### src/rtl/gcd4_issue_if.sv
// Operand/result bundle between the GCD issue stage and its surroundings.
// Both in_* and res_* are valid/ready: a transfer happens on a rising edge where valid && ready; a source holding valid keeps its data stable until that edge.
interface gcd4_issue_if #(
    parameter int DEPTH = 4
);
    localparam int CW = $clog2(DEPTH) + 1;

    logic          in_valid;
    logic          in_ready;
    logic [3:0]    in_a;
    logic [3:0]    in_b;
    logic [3:0]    gcd_a;
    logic [3:0]    gcd_b;
    logic [3:0]    gcd_out;
    logic          res_valid;
    logic          res_ready;
    logic [3:0]    res_a;
    logic [3:0]    res_b;
    logic [3:0]    res_gcd;
    logic [CW-1:0] count;
    logic          busy;
    logic [1:0]    dbg_state;

    modport slave (
        input  in_valid, in_a, in_b, gcd_out, res_ready,
        output in_ready, gcd_a, gcd_b, res_valid, res_a, res_b, res_gcd, count, busy, dbg_state
    );

    modport master (
        output in_valid, in_a, in_b, gcd_out, res_ready,
        input  in_ready, gcd_a, gcd_b, res_valid, res_a, res_b, res_gcd, count, busy, dbg_state
    );
endinterface

### src/rtl/gcd4_issue.sv
// Operand FIFO and issue FSM in front of a 4-bit GCD unit; zero operands are
// resolved locally as a|b without touching the unit.
module gcd4_issue #(
    parameter int DEPTH = 4
) (
    input logic        clk,
    input logic        rst,
    gcd4_issue_if.slave io
);
    localparam int AW = $clog2(DEPTH);
    localparam int CW = AW + 1;

    typedef enum logic [1:0] {
        S_IDLE  = 2'd0,
        S_ISSUE = 2'd1,
        S_WAIT  = 2'd2,
        S_DONE  = 2'd3
    } state_t;

    state_t        r_state;
    state_t        w_next_state;
    logic [7:0]    r_mem [DEPTH];
    logic [AW-1:0] r_wr_ptr;
    logic [AW-1:0] r_rd_ptr;
    logic [CW-1:0] r_count;
    logic [3:0]    r_gcd_a;
    logic [3:0]    r_gcd_b;
    logic [3:0]    r_res_a;
    logic [3:0]    r_res_b;
    logic [3:0]    r_res_gcd;

    logic          w_full;
    logic          w_empty;
    logic          w_push;
    logic          w_pop;
    logic [3:0]    w_head_a;
    logic [3:0]    w_head_b;
    logic          w_head_zero;

    assign w_full      = (r_count == CW'(DEPTH));
    assign w_empty     = (r_count == '0);
    assign w_push      = io.in_valid && !w_full;
    assign w_head_a    = r_mem[r_rd_ptr][7:4];
    assign w_head_b    = r_mem[r_rd_ptr][3:0];
    assign w_head_zero = (w_head_a == 4'd0) || (w_head_b == 4'd0);

    always_comb begin
        w_pop        = 1'b0;
        w_next_state = r_state;
        case (r_state)
            S_IDLE: begin
                if (!w_empty) begin
                    w_pop        = 1'b1;
                    w_next_state = w_head_zero ? S_DONE : S_ISSUE;
                end
            end
            S_ISSUE: w_next_state = S_WAIT;
            S_WAIT:  w_next_state = S_DONE;
            S_DONE: begin
                if (io.res_ready) begin
                    if (!w_empty) begin
                        w_pop        = 1'b1;
                        w_next_state = w_head_zero ? S_DONE : S_ISSUE;
                    end else begin
                        w_next_state = S_IDLE;
                    end
                end
            end
            default: w_next_state = S_IDLE;
        endcase
    end

    // Storage needs no reset: occupancy is tracked by the pointers and count.
    always_ff @(posedge clk) begin
        if (w_push) begin
            r_mem[r_wr_ptr] <= {io.in_a, io.in_b};
        end
    end

    always_ff @(posedge clk) begin
        if (rst) begin
            r_state   <= S_IDLE;
            r_wr_ptr  <= '0;
            r_rd_ptr  <= '0;
            r_count   <= '0;
            r_gcd_a   <= 4'd0;
            r_gcd_b   <= 4'd0;
            r_res_a   <= 4'd0;
            r_res_b   <= 4'd0;
            r_res_gcd <= 4'd0;
        end else begin
            r_state <= w_next_state;
            if (w_push) begin
                r_wr_ptr <= r_wr_ptr + 1'b1;
            end
            case ({w_push, w_pop})
                2'b10:   r_count <= r_count + 1'b1;
                2'b01:   r_count <= r_count - 1'b1;
                default: r_count <= r_count;
            endcase
            // The operand lines double as the held operands for the result.
            if (w_pop) begin
                r_rd_ptr <= r_rd_ptr + 1'b1;
                r_gcd_a  <= w_head_a;
                r_gcd_b  <= w_head_b;
                if (w_head_zero) begin
                    r_res_a   <= w_head_a;
                    r_res_b   <= w_head_b;
                    r_res_gcd <= w_head_a | w_head_b;
                end
            end
            if (r_state == S_WAIT) begin
                r_res_a   <= r_gcd_a;
                r_res_b   <= r_gcd_b;
                r_res_gcd <= io.gcd_out;
            end
        end
    end

    assign io.in_ready  = !w_full;
    assign io.gcd_a     = r_gcd_a;
    assign io.gcd_b     = r_gcd_b;
    assign io.res_valid = (r_state == S_DONE);
    assign io.res_a     = r_res_a;
    assign io.res_b     = r_res_b;
    assign io.res_gcd   = r_res_gcd;
    assign io.count     = r_count;
    assign io.busy      = (r_state != S_IDLE);
    assign io.dbg_state = r_state;
endmodule

### src/flat_wrapper.sv
// flat-port wrapper written by rule: the top's interface ports become plain ports
module gcd4_issue_flat 
#(
    parameter int DEPTH = 4
)
  (clk, rst, io_in_valid, io_in_a, io_in_b, io_gcd_out, io_res_ready, io_in_ready, io_gcd_a, io_gcd_b, io_res_valid, io_res_a, io_res_b, io_res_gcd, io_count, io_busy, io_dbg_state);
  gcd4_issue_if #(.DEPTH(DEPTH)) io_i ();
  input logic clk;
  input logic rst;
  input wire logic [$bits(io_i.in_valid)-1:0] io_in_valid;
  input wire logic [$bits(io_i.in_a)-1:0] io_in_a;
  input wire logic [$bits(io_i.in_b)-1:0] io_in_b;
  input wire logic [$bits(io_i.gcd_out)-1:0] io_gcd_out;
  input wire logic [$bits(io_i.res_ready)-1:0] io_res_ready;
  output wire logic [$bits(io_i.in_ready)-1:0] io_in_ready;
  output wire logic [$bits(io_i.gcd_a)-1:0] io_gcd_a;
  output wire logic [$bits(io_i.gcd_b)-1:0] io_gcd_b;
  output wire logic [$bits(io_i.res_valid)-1:0] io_res_valid;
  output wire logic [$bits(io_i.res_a)-1:0] io_res_a;
  output wire logic [$bits(io_i.res_b)-1:0] io_res_b;
  output wire logic [$bits(io_i.res_gcd)-1:0] io_res_gcd;
  output wire logic [$bits(io_i.count)-1:0] io_count;
  output wire logic [$bits(io_i.busy)-1:0] io_busy;
  output wire logic [$bits(io_i.dbg_state)-1:0] io_dbg_state;
  assign io_i.in_valid = io_in_valid;
  assign io_i.in_a = io_in_a;
  assign io_i.in_b = io_in_b;
  assign io_i.gcd_out = io_gcd_out;
  assign io_i.res_ready = io_res_ready;
  assign io_in_ready = io_i.in_ready;
  assign io_gcd_a = io_i.gcd_a;
  assign io_gcd_b = io_i.gcd_b;
  assign io_res_valid = io_i.res_valid;
  assign io_res_a = io_i.res_a;
  assign io_res_b = io_i.res_b;
  assign io_res_gcd = io_i.res_gcd;
  assign io_count = io_i.count;
  assign io_busy = io_i.busy;
  assign io_dbg_state = io_i.dbg_state;
  gcd4_issue #(.DEPTH(DEPTH)) u_core (.clk(clk), .rst(rst), .io(io_i));
endmodule
### config.mk
export PLATFORM = sky130hd
export DESIGN_NAME = gcd4_issue_flat
export DESIGN_NICKNAME = d
export VERILOG_FILES = /design/src/rtl/gcd4_issue_if.sv /design/src/rtl/gcd4_issue.sv /design/src/flat_wrapper.sv
export SDC_FILE = /design/constraint.sdc
export NUM_CORES = 1
export LEC_CHECK = 0
export CELL_PAD_IN_SITES_DETAIL_PLACEMENT = 1
export CELL_PAD_IN_SITES_GLOBAL_PLACEMENT = 1
export CORE_ASPECT_RATIO = 1.75
export CORE_MARGIN = 2
export CORE_UTILIZATION = 30
export CTS_BUF_LIST = sky130_fd_sc_hd__clkbuf_2
export DETAILED_ROUTE_END_ITERATION = 16
export GPL_TIMING_DRIVEN = 0
export PLACE_DENSITY_LB_ADDON = 0.1
export SETUP_SLACK_MARGIN = 0.1
export SLEW_MARGIN = 20
export SYNTH_ARGS = -nofsm -noshare
export SYNTH_HDL_FRONTEND = slang
export SYNTH_SLANG_ARGS = --single-unit
### constraint.sdc
create_clock -name clk -period 2.7 [get_ports clk]
set_clock_uncertainty 0.1 [all_clocks]
set_input_delay 0.405 -clock clk [delete_from_list [all_inputs] [get_ports clk]]
set_output_delay 0.405 -clock clk [all_outputs]
set_load 0.005 [all_outputs]
* Word-level counts from Yosys, hierarchy flattened
Memories as Yosys holds them, arrays and structs flattened. A register that Yosys moved wholly into a read port is not among the register bits.
Index checks and enable logic that the tools add are counted.
** Word-level totals
- RAM bits :: 32
- Memories :: 1
- Logic and storage cells :: 58
- Input port bits :: 16
- Output and inout port bits :: 28
- Register bits after elaboration :: 29
** Cells by class
- Mux-type cells :: 22
- Equal/unequal tests :: 8
- Reduce and logical (&&, ||, !) cells :: 13
- $add $sub $neg :: 4
- Bitwise gates (word level) :: 1
** Memories
- u_core.r_mem :: words 4, width 8, read ports 1, clocked after Yosys merged registers in 1, write ports 1, RTL line gcd4_issue.sv:22 : logic [7:0] r_mem [DEPTH];
** Operators by type and width (count)
- $mux W4 :: 9
- $mux W2 :: 6
- $logic_not A4 Y1 :: 2
- $pmux W2 S4 :: 1
- $reduce_bool A2 Y1 :: 4
- $eq A2 B2 Y1 const B :: 3
- $pmux W3 S2 :: 1
- $add A2 B1 Y2 const B :: 2
- $eq A2 B1 Y1 const B :: 2
- $mux W1 :: 4
- $ne A2 B2 Y1 const B :: 2
- $or A4 B4 Y4 :: 1
- $reduce_and A2 Y1 :: 2
- $add A3 B1 Y3 const B :: 1
- $eq A3 B3 Y1 const B :: 1
- $logic_not A3 Y1 :: 1
- $sub A3 B1 Y3 const B :: 1
- $logic_not A2 Y1 :: 1
- $pmux W1 S2 :: 1
- $logic_and A1 B1 Y1 :: 1
- $logic_not A1 Y1 :: 1
- $logic_or A1 B1 Y1 :: 1

* Depth between registers and ports, before layout
- Word-level depth :: 6
- Depth in mapped cells :: 12

* Worst setup path before layout
Ideal clock, no wire load.
- Path type :: register to register
- Start point :: register u_core.r_state[0] (netlist: u_core.io.dbg_state[0])
- End point :: register u_core.r_count[2] (netlist: u_core.io.count[2])
- Path slack :: -0.154 ns
- Data required time :: 2.530 ns
- Period minus slack after synthesis :: 2.854 ns
- Arrival time :: 2.683 ns
- Cell stages (with the launch flop) :: 13
- Setup time :: 0.070 ns
- Path through :: dfxtp_1 inv_1 ha_1 a21oi_1 or3_1 clkbuf_1 inv_2 clkbuf_1 ha_1 fa_1 xnor2_1 or3_1 a21oi_1
** On the way
- Word-level cells in the longest chain between the ends :: 4
- Elaborated cells between the ends (all ways) :: 7
- Those cells by class :: eq/ne: 3; mux: 2; reduce/logical: 2
** RTL lines
- start, declared :: RTL line gcd4_issue.sv:20 : state_t r_state;
- start signal, assigned :: RTL line gcd4_issue.sv:92 : r_state <= w_next_state;
- $eq A2 B2 Y1 / $logic_not A2 Y1 (equally long branches) :: RTL line gcd4_issue.sv:50 : case (r_state)
- $pmux W1 S2 (*) :: RTL line gcd4_issue.sv:50
- named net u_core.w_pop :: RTL line gcd4_issue.sv:35 : logic w_pop;
- $eq A2 B1 Y1 / $eq A2 B2 Y1 (equally long branches) :: RTL line gcd4_issue.sv:96 : case ({w_push, w_pop})
- $pmux W3 S2 / $reduce_bool A2 Y1 (equally long branches)
- end signal, assigned :: RTL line gcd4_issue.sv:97 : 2'b10: r_count <= r_count + 1'b1;
- end signal, assigned :: RTL line gcd4_issue.sv:98 : 2'b01: r_count <= r_count - 1'b1;
- end signal, assigned :: RTL line gcd4_issue.sv:99 : default: r_count <= r_count;
- end, declared :: RTL line gcd4_issue.sv:25 : logic [CW-1:0] r_count;
Mark *: on every way through the listed nets, which the timed path passes. The rest lies on a longest branch.
A chain may end at the register's enable or synchronous reset.

==> flow_summary.json <==
{
  "status": "finished clean",
  "root_buffer": "clkbuf_2",
  "synth_mux_area_share_pct": 7.26,
  "drv_cap": 0,
  "rows": 45,
  "drive_above_1_share_pct": 19.6,
  "clock_path_buffers": 2,
  "relSlewSlack_pct": 62.0,
  "r2r-end": "u_core.io.res_b[1]",
  "tritoncts": "built",
  "synth_area_leaders": "edfxtp_1, dfxtp_1, mux4_2",
  "synth_fa_ha_area_share_pct": 5.06,
  "h-tree-depth": 3,
  "fp.dieW_um": 74.6,
  "reg2reg_slack_ps": 160,
  "clk_pin_slew_worst_paths_ps": 170,
  "syn-cell-area_um2": 2620,
  "synth_edf_count": 32,
  "clkLatencyLatePin_ps": 530,
  "grt_max_degree": 12,
  "p_leak_nw": 1.17,
  "internal_power_mw": 2.27,
  "hpwl_um": 4530,
  "synth-seq-area-share_pct": 60.4,
  "place_congestion": 0.717,
  "required_ps": 3050,
  "power_mw": 3.46,
  "num_io_pins": 44,
  "cp_max_fo": 8,
  "numPortBuffers": 43,
  "holdPathEnd": "u_core.io.res_gcd[2]",
  "multi_input_area_um2": 1000,
  "die_area_um2": 9530,
  "synth_top_family_by_area": "simple AND/OR/NAND/NOR gates",
  "worst_hold_slack_ps": 339,
  "ff_latch_area_um2": 1590,
  "power_frac_comb_pct": 41.7,
  "rsz0062_at_grt": "true",
  "fin_crit_ps": 2540,
  "ir_drop_mv": 0.344,
  "grtUsageTotal_pct": 15.0,
  "setup_tns_ps": 0,
  "finalMaxSlewViolations": 0,
  "cts_made_buffers": 9,
  "nets": 298,
  "fin_util_pct": 40.6,
  "area_growth_pct": 32.8,
  "drtIter0Drc": 68,
  "yosysTopAreaCell": "edfxtp_1",
  "start_kind": "register",
  "synth_top_cell_area_share_pct": 36.7,
  "wire_per_inst_um": 16.2,
  "grt_pass1_vias": 1977,
  "grt_pass1_wl_um": 10300,
  "dr_total_vias": 1828,
  "fmax_mhz": 393,
  "ys.flop_type": "edfxtp_1",
  "synth_warnings": 0,
  "cp-end-kind": "register",
  "max_slew.worst_pin.slew_ps": 570,
  "fin_area_um2": 3480,
  "clkPwrFrac_pct": 18.8,
  "period_share_pct": 94.1,
  "ys_ff_latch": 63,
  "hold_depth": 3,
  "fp.dieH_um": 128,
  "drc": 0,
  "synth_compound_area_share_pct": 9.98,
  "grt-ovfl-total": 0,
  "powerDensity_nw_per_um2": 994,
  "routed_wl_um": 6370,
  "arrival_ps": 2890,
  "numClockSinks": 63,
  "rr_worst_depth": 7,
  "start_util_pct": 30.6,
  "synth_simple_gate_area_share_pct": 12.2,
  "syn_inst": 212,
  "async_flop_share_pct": 0,
  "hold_viol_final": 0,
  "min_from": "io_gcd_out[2]",
  "routed_via_density": 4.64,
  "hp-class": "input port to register",
  "core-area_um2": 8560,
  "antenna_left": 0,
  "avgSynthCellArea_um2": 12.4,
  "firstDrtPassIters": 4,
  "switchingPower_mw": 1.19,
  "antenna_found_initial": 1,
  "fillers": 942,
  "syn_nets": 238,
  "crit_type": "register to register",
  "place_area_um2": 3220,
  "setup_viol": 0,
  "seqPwrFrac_pct": 39.5,
  "synth_cell_type_count": 31,
  "synthXorXnorAreaFrac_pct": 1.67,
  "switching_share_pct": 34.5
}
==> final cells by class <==
type	count	area share [%]
Antenna cell	1	0.0719
Buffer	10	2.27
Clock buffer	10	1.44
Clock inverter	5	2.12
Inverter	8	1.08
Multi-Input combinational cell	129	28.8
Sequential cell	63	45.8
Tap cell	117	4.21
Timing Repair Buffer	51	14.2
==> worst max-delay path by stage <==
stage                           startpoint            endpoint  slack, ps  depth (start not counted)
floorplan           u_core.io.dbg_state[0]  u_core.io.count[2]        130                         12
global route                      register  u_core.io.res_a[0]         70                          7
finish                            register  u_core.io.res_b[1]        160                          7
detailed placement            io_res_ready  u_core.io.count[2]       -320                         11
CTS                               register  u_core.io.res_b[2]         90                          7
global placement              io_res_ready  u_core.io.count[2]       -300                         11
==> synthesized netlist by cell type (2+ instances only) <==
library cell,n
mux4_2,8
dfxtp_1,31
o21ai_0,2
a22oi_1,7
or4_4,2
buf_6,2
inv_1,7
nor2_1,9
o21ai_1,4
clkbuf_1,10
edfxtp_1,32
ha_1,9
nand3b_1,12
nand2_1,30
xnor2_1,3
a21oi_1,18
and3_1,4
or3_1,3
a31oi_1,6
xor2_1,2
==> registers in the layout (all words and copies together), names as in the netlist, named ones only <==
name / cells
u_core.io.res_a: 4
u_core.io.res_gcd: 4
u_core.io.dbg_state: 2
u_core.io.count: 3
u_core.io.gcd_b: 4
u_core.io.res_b: 4
u_core.io.gcd_a: 4
u_core.r_mem: 32
u_core.r_rd_ptr: 2
u_core.r_wr_ptr: 2
==> through the flow <==
stage               setup slack (ps)  cells
finish                           159    394
floorplan                        129    212
global placement                -304    372
detailed placement              -319    372
CTS                             88.5    388
global route                    68.6    394
==> kinds of logic after synthesis <==
logic type	after synthesis
simple gates	63
buf+inv	20
xor+xnor	5
fa+ha+maj	10
flops	63
mux	9
compound gates	42
==> layer usage <==
metal / global-route usage (%) / vias up / part of all wire (%) / routed length (um)
met1: 16.4 / 885 / 39 / 2480
met5: 0 / - / 0 / 0
li1: - / 892 / - / -
met4: 7.56 / 0 / 2.4 / 150
met2: 26.2 / 41 / 55 / 3530
met3: 3.31 / 10 / 3.2 / 201
==> repair_timing <==
| item | 4_1_cts | 5_1_grt |
|---|---|---|
| gates cloned | 0 | 1 |
| endpoints found under the hold margin | 0 | 0 |
| setup endpoints to repair | 14 | 14 |
| buffers inserted | 3 | 4 |
| resized for setup | 6 | 21 |
| pin swaps | 2 | 18 |
| hold buffers | 0 | 0 |
==> power by group through the flow <==
| stage | logic [mW] | clock network (mW) | registers, mW |
|---|---|---|---|
| after floorplan | 0.778 | 0 | 1.35 |
| after global placement | 1.29 | 0 | 1.37 |
| after detailed placement | 1.31 | 0 | 1.38 |
| after CTS | 1.34 | 0.674 | 1.36 |
| after global routing | 1.62 | 0.705 | 1.39 |
| final | 1.44 | 0.650 | 1.37 |
==> worst max-delay path, stage by stage, from the launching register on <==
cell      delay (ps)
dfxtp_2          380
buf_12           140
mux4_2           560
or4_4            600
a211oi_4         330
buf_6            170
a22oi_1           70
a21oi_1          140
==> cell usage in the layout (no fill, tap or decap), types with 2 or more instances in the layout <==
master,count
a21oi_1,16
a21oi_2,2
a22oi_1,4
a22oi_2,3
a31oi_1,6
and3_1,4
buf_12,2
buf_4,7
buf_6,2
bufinv_16,2
clkbuf_1,6
clkbuf_2,10
clkdlybuf4s50_1,43
clkinv_2,2
dfxtp_1,27
dfxtp_2,2
dfxtp_4,2
edfxtp_1,32
ha_1,7
inv_1,6
mux4_2,8
nand2_1,30
nand3b_1,12
nor2_1,9
o21ai_0,2
o21ai_1,2
o21ai_2,2
or3_1,2
or4_4,2
xnor2_1,3
xor2_1,2
Power figures use the tool's default switching activity.
